### src/rtl/logger_pkg.sv
// ---------------------------------------------------------------------------
// logger_pkg
// Shared constants for the sample logger: page geometry, the pad byte used
// when a partial page is flushed, the writer-FSM state encodings and the
// per-buffer status encodings used by page_cache_builder.
// ---------------------------------------------------------------------------
package logger_pkg;

  localparam int PAGE_BYTES = 64;   // bytes per EEPROM page
  localparam int ADDR_W     = 15;   // 24LC256 byte-address width

  localparam logic [7:0] PAD_BYTE = 8'hFF;  // erased-EEPROM value

  // Writer FSM states
  localparam logic [1:0] WR_IDLE   = 2'd0;
  localparam logic [1:0] WR_LAUNCH = 2'd1;
  localparam logic [1:0] WR_BUSY   = 2'd2;

  // Ping-pong buffer status
  localparam logic [1:0] BUF_FREE    = 2'd0;  // unused, may be claimed for filling
  localparam logic [1:0] BUF_FILLING = 2'd1;  // currently receiving samples
  localparam logic [1:0] BUF_FULL    = 2'd2;  // complete, waiting for the writer
  localparam logic [1:0] BUF_WRITING = 2'd3;  // copied to CACHE, EEPROM write in flight

endpackage

### src/rtl/page_buffer.sv
// ---------------------------------------------------------------------------
// page_buffer
// One page of sample storage: PAGE_BYTES x 8 register file with a single
// byte-write port, a bulk pad port and a flat read-out bus.
//
// Ports:
//   CLK_800KHz  in   system clock, rising edge
//   RESET       in   asynchronous active-low reset; clears every byte to 0
//   wrEn        in   write wrData at byte wrIdx this edge
//   wrIdx       in   byte index for the write
//   wrData      in   byte to store
//   padEn       in   overwrite every byte with index >= padFrom by PAD_BYTE
//   padFrom     in   first padded index (PAGE_BYTES means "pad nothing")
//   pageData    out  whole page, byte k at bits [8k+7:8k]
// ---------------------------------------------------------------------------
module page_buffer #(
  parameter int PAGE_BYTES = 64,
  parameter int IDX_W      = $clog2(PAGE_BYTES)
) (
  input  logic                    CLK_800KHz,
  input  logic                    RESET,
  input  logic                    wrEn,
  input  logic [IDX_W-1:0]        wrIdx,
  input  logic [7:0]              wrData,
  input  logic                    padEn,
  input  logic [IDX_W:0]          padFrom,
  output logic [8*PAGE_BYTES-1:0] pageData
);

  import logger_pkg::*;

  logic [7:0] mem [PAGE_BYTES];

  // NOTE: this storage is reset on purpose -- the page must read back as all
  // zeros after reset -- which makes it flops rather than an inferable RAM.
  always_ff @(posedge CLK_800KHz or negedge RESET) begin
    if (!RESET) begin
      for (int k = 0; k < PAGE_BYTES; k++) mem[k] <= '0;
    end else begin
      for (int k = 0; k < PAGE_BYTES; k++) begin
        // The written byte and the padded range never overlap: padding
        // starts after the byte accepted on the same edge.
        if (wrEn && wrIdx == IDX_W'(k))
          mem[k] <= wrData;
        else if (padEn && (IDX_W+1)'(k) >= padFrom)
          mem[k] <= PAD_BYTE;
      end
    end
  end

  for (genvar k = 0; k < PAGE_BYTES; k++) begin : g_out
    assign pageData[8*k +: 8] = mem[k];
  end

endmodule

### src/rtl/page_cache_builder.sv
// ---------------------------------------------------------------------------
// page_cache_builder
// Collects sample bytes into two ping-pong page buffers and hands complete
// pages to the I2C EEPROM writer. One buffer fills while the other is being
// written, so sampling continues through an EEPROM write cycle.
//
// Ports:
//   CLK_800KHz    in   system clock, rising edge
//   RESET         in   asynchronous active-low reset
//   SAMPLE_DATA   in   sample byte
//   SAMPLE_VALID  in   SAMPLE_DATA valid this cycle
//   SAMPLE_READY  out  a byte can be accepted this cycle
//   CACHE         out  page under write, byte k at bits [8k+7:8k]
//   MEM_ADDR      out  EEPROM address of CACHE byte 0
//   WR_START      out  one-cycle pulse: CACHE/MEM_ADDR valid, begin write
//   WR_DONE       in   one-cycle pulse from writer: page committed
//   FLUSH         in   (PAGE_FLUSH_EN only) pad partial page with 0xFF, launch it
//   OVERRUN       out  sticky: at least one sample dropped
//   DROP_COUNT    out  dropped samples, saturating at 255
//
// Build option: define PAGE_FLUSH_EN to add the FLUSH input.
// ---------------------------------------------------------------------------
module page_cache_builder #(
  parameter int                PAGE_BYTES = logger_pkg::PAGE_BYTES,
  parameter int                ADDR_W     = logger_pkg::ADDR_W,
  parameter logic [ADDR_W-1:0] START_ADDR = '0
) (
  input  logic                    CLK_800KHz,
  input  logic                    RESET,
  input  logic [7:0]              SAMPLE_DATA,
  input  logic                    SAMPLE_VALID,
  output logic                    SAMPLE_READY,
  output logic [8*PAGE_BYTES-1:0] CACHE,
  output logic [ADDR_W-1:0]       MEM_ADDR,
  output logic                    WR_START,
  input  logic                    WR_DONE,
`ifdef PAGE_FLUSH_EN
  input  logic                    FLUSH,
`endif
  output logic                    OVERRUN,
  output logic [7:0]              DROP_COUNT
);

  import logger_pkg::*;

  localparam int                IDX_W     = $clog2(PAGE_BYTES);
  localparam logic [IDX_W-1:0]  LAST_IDX  = IDX_W'(PAGE_BYTES - 1);
  localparam logic [ADDR_W-1:0] ADDR_STEP = ADDR_W'(PAGE_BYTES);

  logic [IDX_W-1:0]        idx, idxNext;
  logic                    fillSel, fillSelNext, otherSel;
  logic                    launchSel;   // oldest buffer awaiting / under write
  logic [1:0]              bufStatus  [2];
  logic [1:0]              statusNext [2];
  logic [1:0]              wrState;
  logic                    accept, flushHit, pageDone, releaseHit, otherFree;
  logic [IDX_W:0]          padFrom;
  logic [1:0]              bufWrEn, padEn;
  logic [8*PAGE_BYTES-1:0] bufData [2];

  assign otherSel = ~fillSel;

  // Stall only when the fill buffer is complete and has nowhere to go.
  assign SAMPLE_READY = !(bufStatus[fillSel] == BUF_FULL && bufStatus[otherSel] != BUF_FREE);
  assign accept       = SAMPLE_VALID && SAMPLE_READY;

`ifdef PAGE_FLUSH_EN
  // A flush needs at least one real byte, counting one accepted this edge.
  assign flushHit = FLUSH && bufStatus[fillSel] == BUF_FILLING && (accept || idx != '0);
`else
  assign flushHit = 1'b0;
`endif

  assign pageDone   = (accept && idx == LAST_IDX) || flushHit;
  assign releaseHit = (wrState == WR_BUSY) && WR_DONE;
  // A buffer released on this edge is already usable for the fill switch.
  assign otherFree  = (bufStatus[otherSel] == BUF_FREE) || (releaseHit && launchSel == otherSel);
  assign padFrom    = accept ? {1'b0, idx} + (IDX_W+1)'(1) : {1'b0, idx};

  for (genvar b = 0; b < 2; b++) begin : g_buf
    assign bufWrEn[b] = accept   && (fillSel == 1'(b));
    assign padEn[b]   = flushHit && (fillSel == 1'(b));

    page_buffer #(.PAGE_BYTES(PAGE_BYTES)) u_buf (
      .CLK_800KHz (CLK_800KHz),
      .RESET      (RESET),
      .wrEn       (bufWrEn[b]),
      .wrIdx      (idx),
      .wrData     (SAMPLE_DATA),
      .padEn      (padEn[b]),
      .padFrom    (padFrom),
      .pageData   (bufData[b])
    );
  end

  // NOTE: every output of this block gets a default first so no path leaves
  // it unassigned (which would infer a latch); blocking '=' is correct here.
  always_comb begin
    statusNext[0] = bufStatus[0];
    statusNext[1] = bufStatus[1];
    fillSelNext   = fillSel;
    idxNext       = idx;
    if (accept) idxNext = idx + IDX_W'(1);
    if (wrState == WR_LAUNCH) statusNext[launchSel] = BUF_WRITING;
    if (releaseHit)           statusNext[launchSel] = BUF_FREE;
    if (pageDone)             statusNext[fillSel]   = BUF_FULL;
    // Move the fill pointer as soon as a complete page has a free partner,
    // either on the completing edge or later when the writer releases one.
    if (pageDone || bufStatus[fillSel] == BUF_FULL) begin
      idxNext = '0;
      if (otherFree) begin
        fillSelNext          = otherSel;
        statusNext[otherSel] = BUF_FILLING;
      end
    end
  end

  // NOTE: sequential state uses non-blocking '<=' so every register samples
  // the pre-edge values, independent of statement order.
  always_ff @(posedge CLK_800KHz or negedge RESET) begin
    if (!RESET) begin
      idx          <= '0;
      fillSel      <= 1'b0;
      launchSel    <= 1'b0;
      bufStatus[0] <= BUF_FILLING;
      bufStatus[1] <= BUF_FREE;
      wrState      <= WR_IDLE;
      WR_START     <= 1'b0;
      CACHE        <= '0;
      MEM_ADDR     <= START_ADDR;
      OVERRUN      <= 1'b0;
      DROP_COUNT   <= '0;
    end else begin
      idx          <= idxNext;
      fillSel      <= fillSelNext;
      bufStatus[0] <= statusNext[0];
      bufStatus[1] <= statusNext[1];
      WR_START     <= 1'b0;

      case (wrState)
        WR_IDLE:   if (bufStatus[launchSel] == BUF_FULL) wrState <= WR_LAUNCH;
        WR_LAUNCH: begin
          CACHE    <= bufData[launchSel];
          WR_START <= 1'b1;
          wrState  <= WR_BUSY;
        end
        WR_BUSY:   if (WR_DONE) begin
          MEM_ADDR  <= MEM_ADDR + ADDR_STEP;  // wraps at 2^ADDR_W
          launchSel <= ~launchSel;            // pages complete alternately
          wrState   <= WR_IDLE;
        end
        default:   wrState <= WR_IDLE;
      endcase

      if (SAMPLE_VALID && !SAMPLE_READY) begin
        OVERRUN <= 1'b1;
        if (DROP_COUNT != 8'hFF) DROP_COUNT <= DROP_COUNT + 8'd1;
      end
    end
  end

endmodule

### config.mk
export PLATFORM = sky130hd
export DESIGN_NAME = page_cache_builder
export DESIGN_NICKNAME = d
export VERILOG_FILES = /design/src/rtl/logger_pkg.sv /design/src/rtl/page_buffer.sv /design/src/rtl/page_cache_builder.sv
export SDC_FILE = /design/constraint.sdc
export NUM_CORES = 2
export LEC_CHECK = 0
export BUFFER_PORTS_ARGS = -buffer_cell sky130_fd_sc_hd__buf_4
export CAP_MARGIN = 20
export CORE_ASPECT_RATIO = 1.2
export CORE_MARGIN = 2
export CORE_UTILIZATION = 37
export DETAILED_ROUTE_END_ITERATION = 12
export PLACE_DENSITY_LB_ADDON = 0.12
export SETUP_SLACK_MARGIN = 0.15
export SLEW_MARGIN = 40
export SYNTH_ARGS = -nofsm -noshare
export SYNTH_HDL_FRONTEND = slang
export SYNTH_HIERARCHICAL = 1
export SYNTH_SLANG_ARGS = --single-unit
### constraint.sdc
create_clock -name CLK_800KHz -period 2.7 [get_ports CLK_800KHz]
set_input_delay 0.135 -clock CLK_800KHz [delete_from_list [all_inputs] [get_ports CLK_800KHz]]
set_output_delay 0.135 -clock CLK_800KHz [all_outputs]
set_load 0.05 [all_outputs]
==> flow_summary.json <==
{
  "die_y_um": 459.3,
  "end_kind": "flip-flop",
  "core_area_sq_um": 172200,
  "dp.final_hpwl_mm": 151.5,
  "grt_usage_pct": 24.85,
  "worstPathMaxFanout": 9,
  "p_sw_share_pct": 44.76,
  "fillCellCount": 16060,
  "slew_viol_final": 111,
  "synthesis.area_sq_um": 63920,
  "floorplan.initialDensity_pct": 37.12,
  "drive_above_1_share_pct": 21.61,
  "clkPwrFrac_pct": 23.4,
  "portBuffers": 543,
  "clk_latency_ns": 0.83,
  "die_area_sq_um": 176100,
  "synth_fa_ha_area_share_pct": 0.05873,
  "clock_sinks": 1569,
  "path_buf_inv": 3,
  "cp_slowest_cell": "dfstp_2",
  "critical_path.reg2reg.startpoint": "bufStatus[2]",
  "grt_max_degree": 97,
  "violations": "max-slew violations",
  "syn2layout_area_growth_pct": 21.94,
  "timing.critical_path.mode_cell": "buf_4",
  "cts_made_buffers": 164,
  "syn_inst": 5236,
  "fin_util_pct": 45.27,
  "first_pass_iters": 7,
  "worstMarginPinSlew_ns": 2.823,
  "cts_tree": "done",
  "switchingPower_uw": 43690,
  "finalSetupViolCount": 0,
  "setup_tns_ns": 0,
  "outcome": "finished, violations left",
  "drtAntennaViolNets": 0,
  "slew_headroom_pct": -88.60,
  "cts-root-buf": "clkbuf_16",
  "p_per_area_nw_per_um2": 1252,
  "reg2reg_to": "g_buf[0].u_buf/pageData[31]",
  "crit_family": "simple AND/OR/NAND/NOR gates",
  "critPathLaunch": "bufStatus[2]",
  "fin_nets": 5839,
  "min_period_ns": 2.547,
  "ys_warn_count": 6,
  "routedWlPerCell_um": 26.89,
  "skew_ns": 0.03251,
  "hold_viol_final": 0,
  "yosysUniqueCellTypes": 81,
  "antenna_found_initial": 7,
  "syn_avg_cell_area_sq_um": 12.21,
  "critPathLaunchType": "flip-flop",
  "synth_mux_area_share_pct": 8.087,
  "fmax_ghz": 0.3926,
  "drc_errors": 0,
  "gp_congestion": 0.8662,
  "synth-compound-area-share_pct": 19.45,
  "synth-edff-count": 0,
  "async_flop_share_pct": 100.0,
  "r2r_cells": 10,
  "vias_per_cell": 5.508,
  "grt_pass1_wl_mm": 323.9,
  "ys.flop_type": "dfrtp_1",
  "rsz0062_at_grt": "yes",
  "leakage_uw": 0.03161,
  "io_pins": 550,
  "crit_cells": 10,
  "synth_seq_cells": 1569,
  "synthSimpleGateAreaFrac_pct": 8.044,
  "clockBufferDepth": 3,
  "htree_levels": 4,
  "grt_pass1_vias": 45220,
  "combPwrFrac_pct": 43.4,
  "r2r_slack_ns": 0.15,
  "post-place-ws_ns": -0.04299,
  "clk_pin_slew_ns": 0.07,
  "arrival_ns": 3.30,
  "path_cells": "nand2b_4 > o21ba_4 > nor3_2 > buf_4 > nor3b_4 > buf_6 > buf_4 > nand2_4 > o31ai_4 > o22a_1",
  "criticalPathCategory": "flip-flop to flip-flop",
  "synth_top_family_by_area": "compound AO/OA/AOI/OAI gates",
  "vias": 45330,
  "synth-xor-area-share_pct": 0.2192,
  "grt_overflow_total": 0,
  "hold_path.class": "primary input to asynchronous set/reset pin",
  "ys_seq_area_share_pct": 61.43,
  "sequentialPowerShare_pct": 33.2,
  "totalWireLength_mm": 221.3,
  "worstPathRequired_ns": 3.46,
  "max-cap-violations": 0,
  "period_share_pct": 94.33,
  "die_w_um": 383.4,
  "finalWorstSetupSlack_ns": 0.1532,
  "p_int_uw": 53930,
  "drtIter0Drc": 3348,
  "crit_end": "g_buf[0].u_buf/pageData[31]",
  "ir_drop_uv": 1121,
  "cpPeakStageDelay_ns": 0.57,
  "rows": 167
}
-- state kept, by name (all words and copies together) (netlist names) --
signal	cells
MEM_ADDR	9
bufStatus	4
idx	6
DROP_COUNT	8
g_buf.u_buf/pageData	1024
launchSel	1
wrState	2
fillSel	1
OVERRUN	1
CACHE	512
WR_START	1
-- layer usage --
metal  vias up  GRT usage, %  wire, um
met5         -             0        27
met4         4         7.041      5726
met3       245         4.832     13350
met2      1321         35.75     94930
met1     23440         37.79    107300
li1      20320             -         -
-- kinds of logic after synthesis --
| group | Yosys count |
|---|---|
| muxes | 516 |
| and+or+nand+nor | 1078 |
| buffers and inverters | 387 |
| adders and majority gates | 3 |
| xor gates and xnor gates | 16 |
| other | 1 |
| DFF | 1569 |
| AOI/OAI and AO/OA | 1666 |
-- tightest hold or removal path, delay by kind of cell --
| kind | cells | cell delay, ns |
|---|---|---|
| buffers and inverters | 3 | 1.13 |
-- final cells by class --
type,count,area (sq um),share of cell area (%)
Inverter,8,30.03,0.03853
Clock inverter,40,505.5,0.6485
Clock buffer,249,4877,6.257
Antenna cell,2,5.005,0.006421
Tap cell,2281,2854,3.662
Timing Repair Buffer,786,6932,8.893
Sequential cell,1569,39270,50.38
Multi-Input combinational cell,3295,23470,30.11
-- Yosys cell counts, types with 10 or more instances --
library cell / instances / area, sq um
a21oi_1: 64 / 320.3
and3_1: 10 / 62.56
buf_1: 14 / 52.55
buf_2: 121 / 605.6
buf_4: 22 / 165.2
clkbuf_1: 216 / 810.8
dfrtp_1: 1568 / 39240
mux2i_1: 513 / 5135
nand2_1: 679 / 2549
nand2_2: 95 / 594.3
nand2_4: 15 / 168.9
nand2b_1: 10 / 62.56
nand3_1: 53 / 265.3
nand4_1: 11 / 68.82
nor2_1: 103 / 386.6
nor2b_1: 15 / 93.84
o21ai_0: 557 / 2788
o21ai_2: 33 / 289.0
o22a_1: 962 / 8426
xnor2_1: 10 / 87.58
-- power by group through the flow --
stage	sequential, uW	combinational [uW]	clock [uW]
after floorplan	45300	13900	0
after global placement	32700	41600	0
after detailed placement	32800	42000	0
after CTS	32400	42100	23300
after global routing	33000	45000	24300
final	32400	42400	22800
-- how the worst min path moves through the flow --
stage	startpoint	to	slack, ns	cells after the start
2_1_floorplan	RESET	CACHE[0]	-0.16	0
3_3_place_gp	RESET	CACHE[120]	0.08	1
3_5_place_dp	RESET	CACHE[120]	0.08	1
4_1_cts	RESET	g_buf[1].u_buf/pageData[169]	0.09	3
5_1_grt	WR_DONE	wrState[1]	0.13	3
6_report	RESET	g_buf[1].u_buf/pageData[175]	0.14	3
-- what timing repair did --
item | in CTS | in global routing
gates resized for setup | 23 | 54
pin swaps | 1 | 3
hold buffers | 12 | 0
cloned | 0 | 1
hold endpoints to repair | 1802 | 0
endpoints found under the setup margin | 343 | 640
setup buffers | 0 | 2
-- per-stage QoR --
stage               total power (uW)  std cells  cell area (sq um)  hold slack (ns)
CTS                            97850       8225              77620          0.09410
detailed placement             74750       7924              72020          0.07844
global route                  102300       8229              77940           0.1293
floorplan                      59230       5251              63970          -0.1606
finish                         97610       8230              77940           0.1362
global placement               74300       7923              71980          0.07863
-- placed cells by master, fill, tap and decap left out, types with 16 or more instances in the layout --
master	netlist	routed
nor2_1	103	98
o22a_1	962	962
a21oi_1	64	63
nand2_1	679	652
clkbuf_8	0	39
dfrtp_1	1568	1567
o21ai_0	557	555
clkinv_2	0	18
nand3_1	53	51
nand2_2	95	103
conb_1	1	16
clkbuf_1	216	43
nand2_4	15	34
mux2i_1	513	513
buf_12	0	72
clkbuf_16	0	168
buf_4	22	688
o21ai_2	33	25
(Power assumes the default switching activity.)
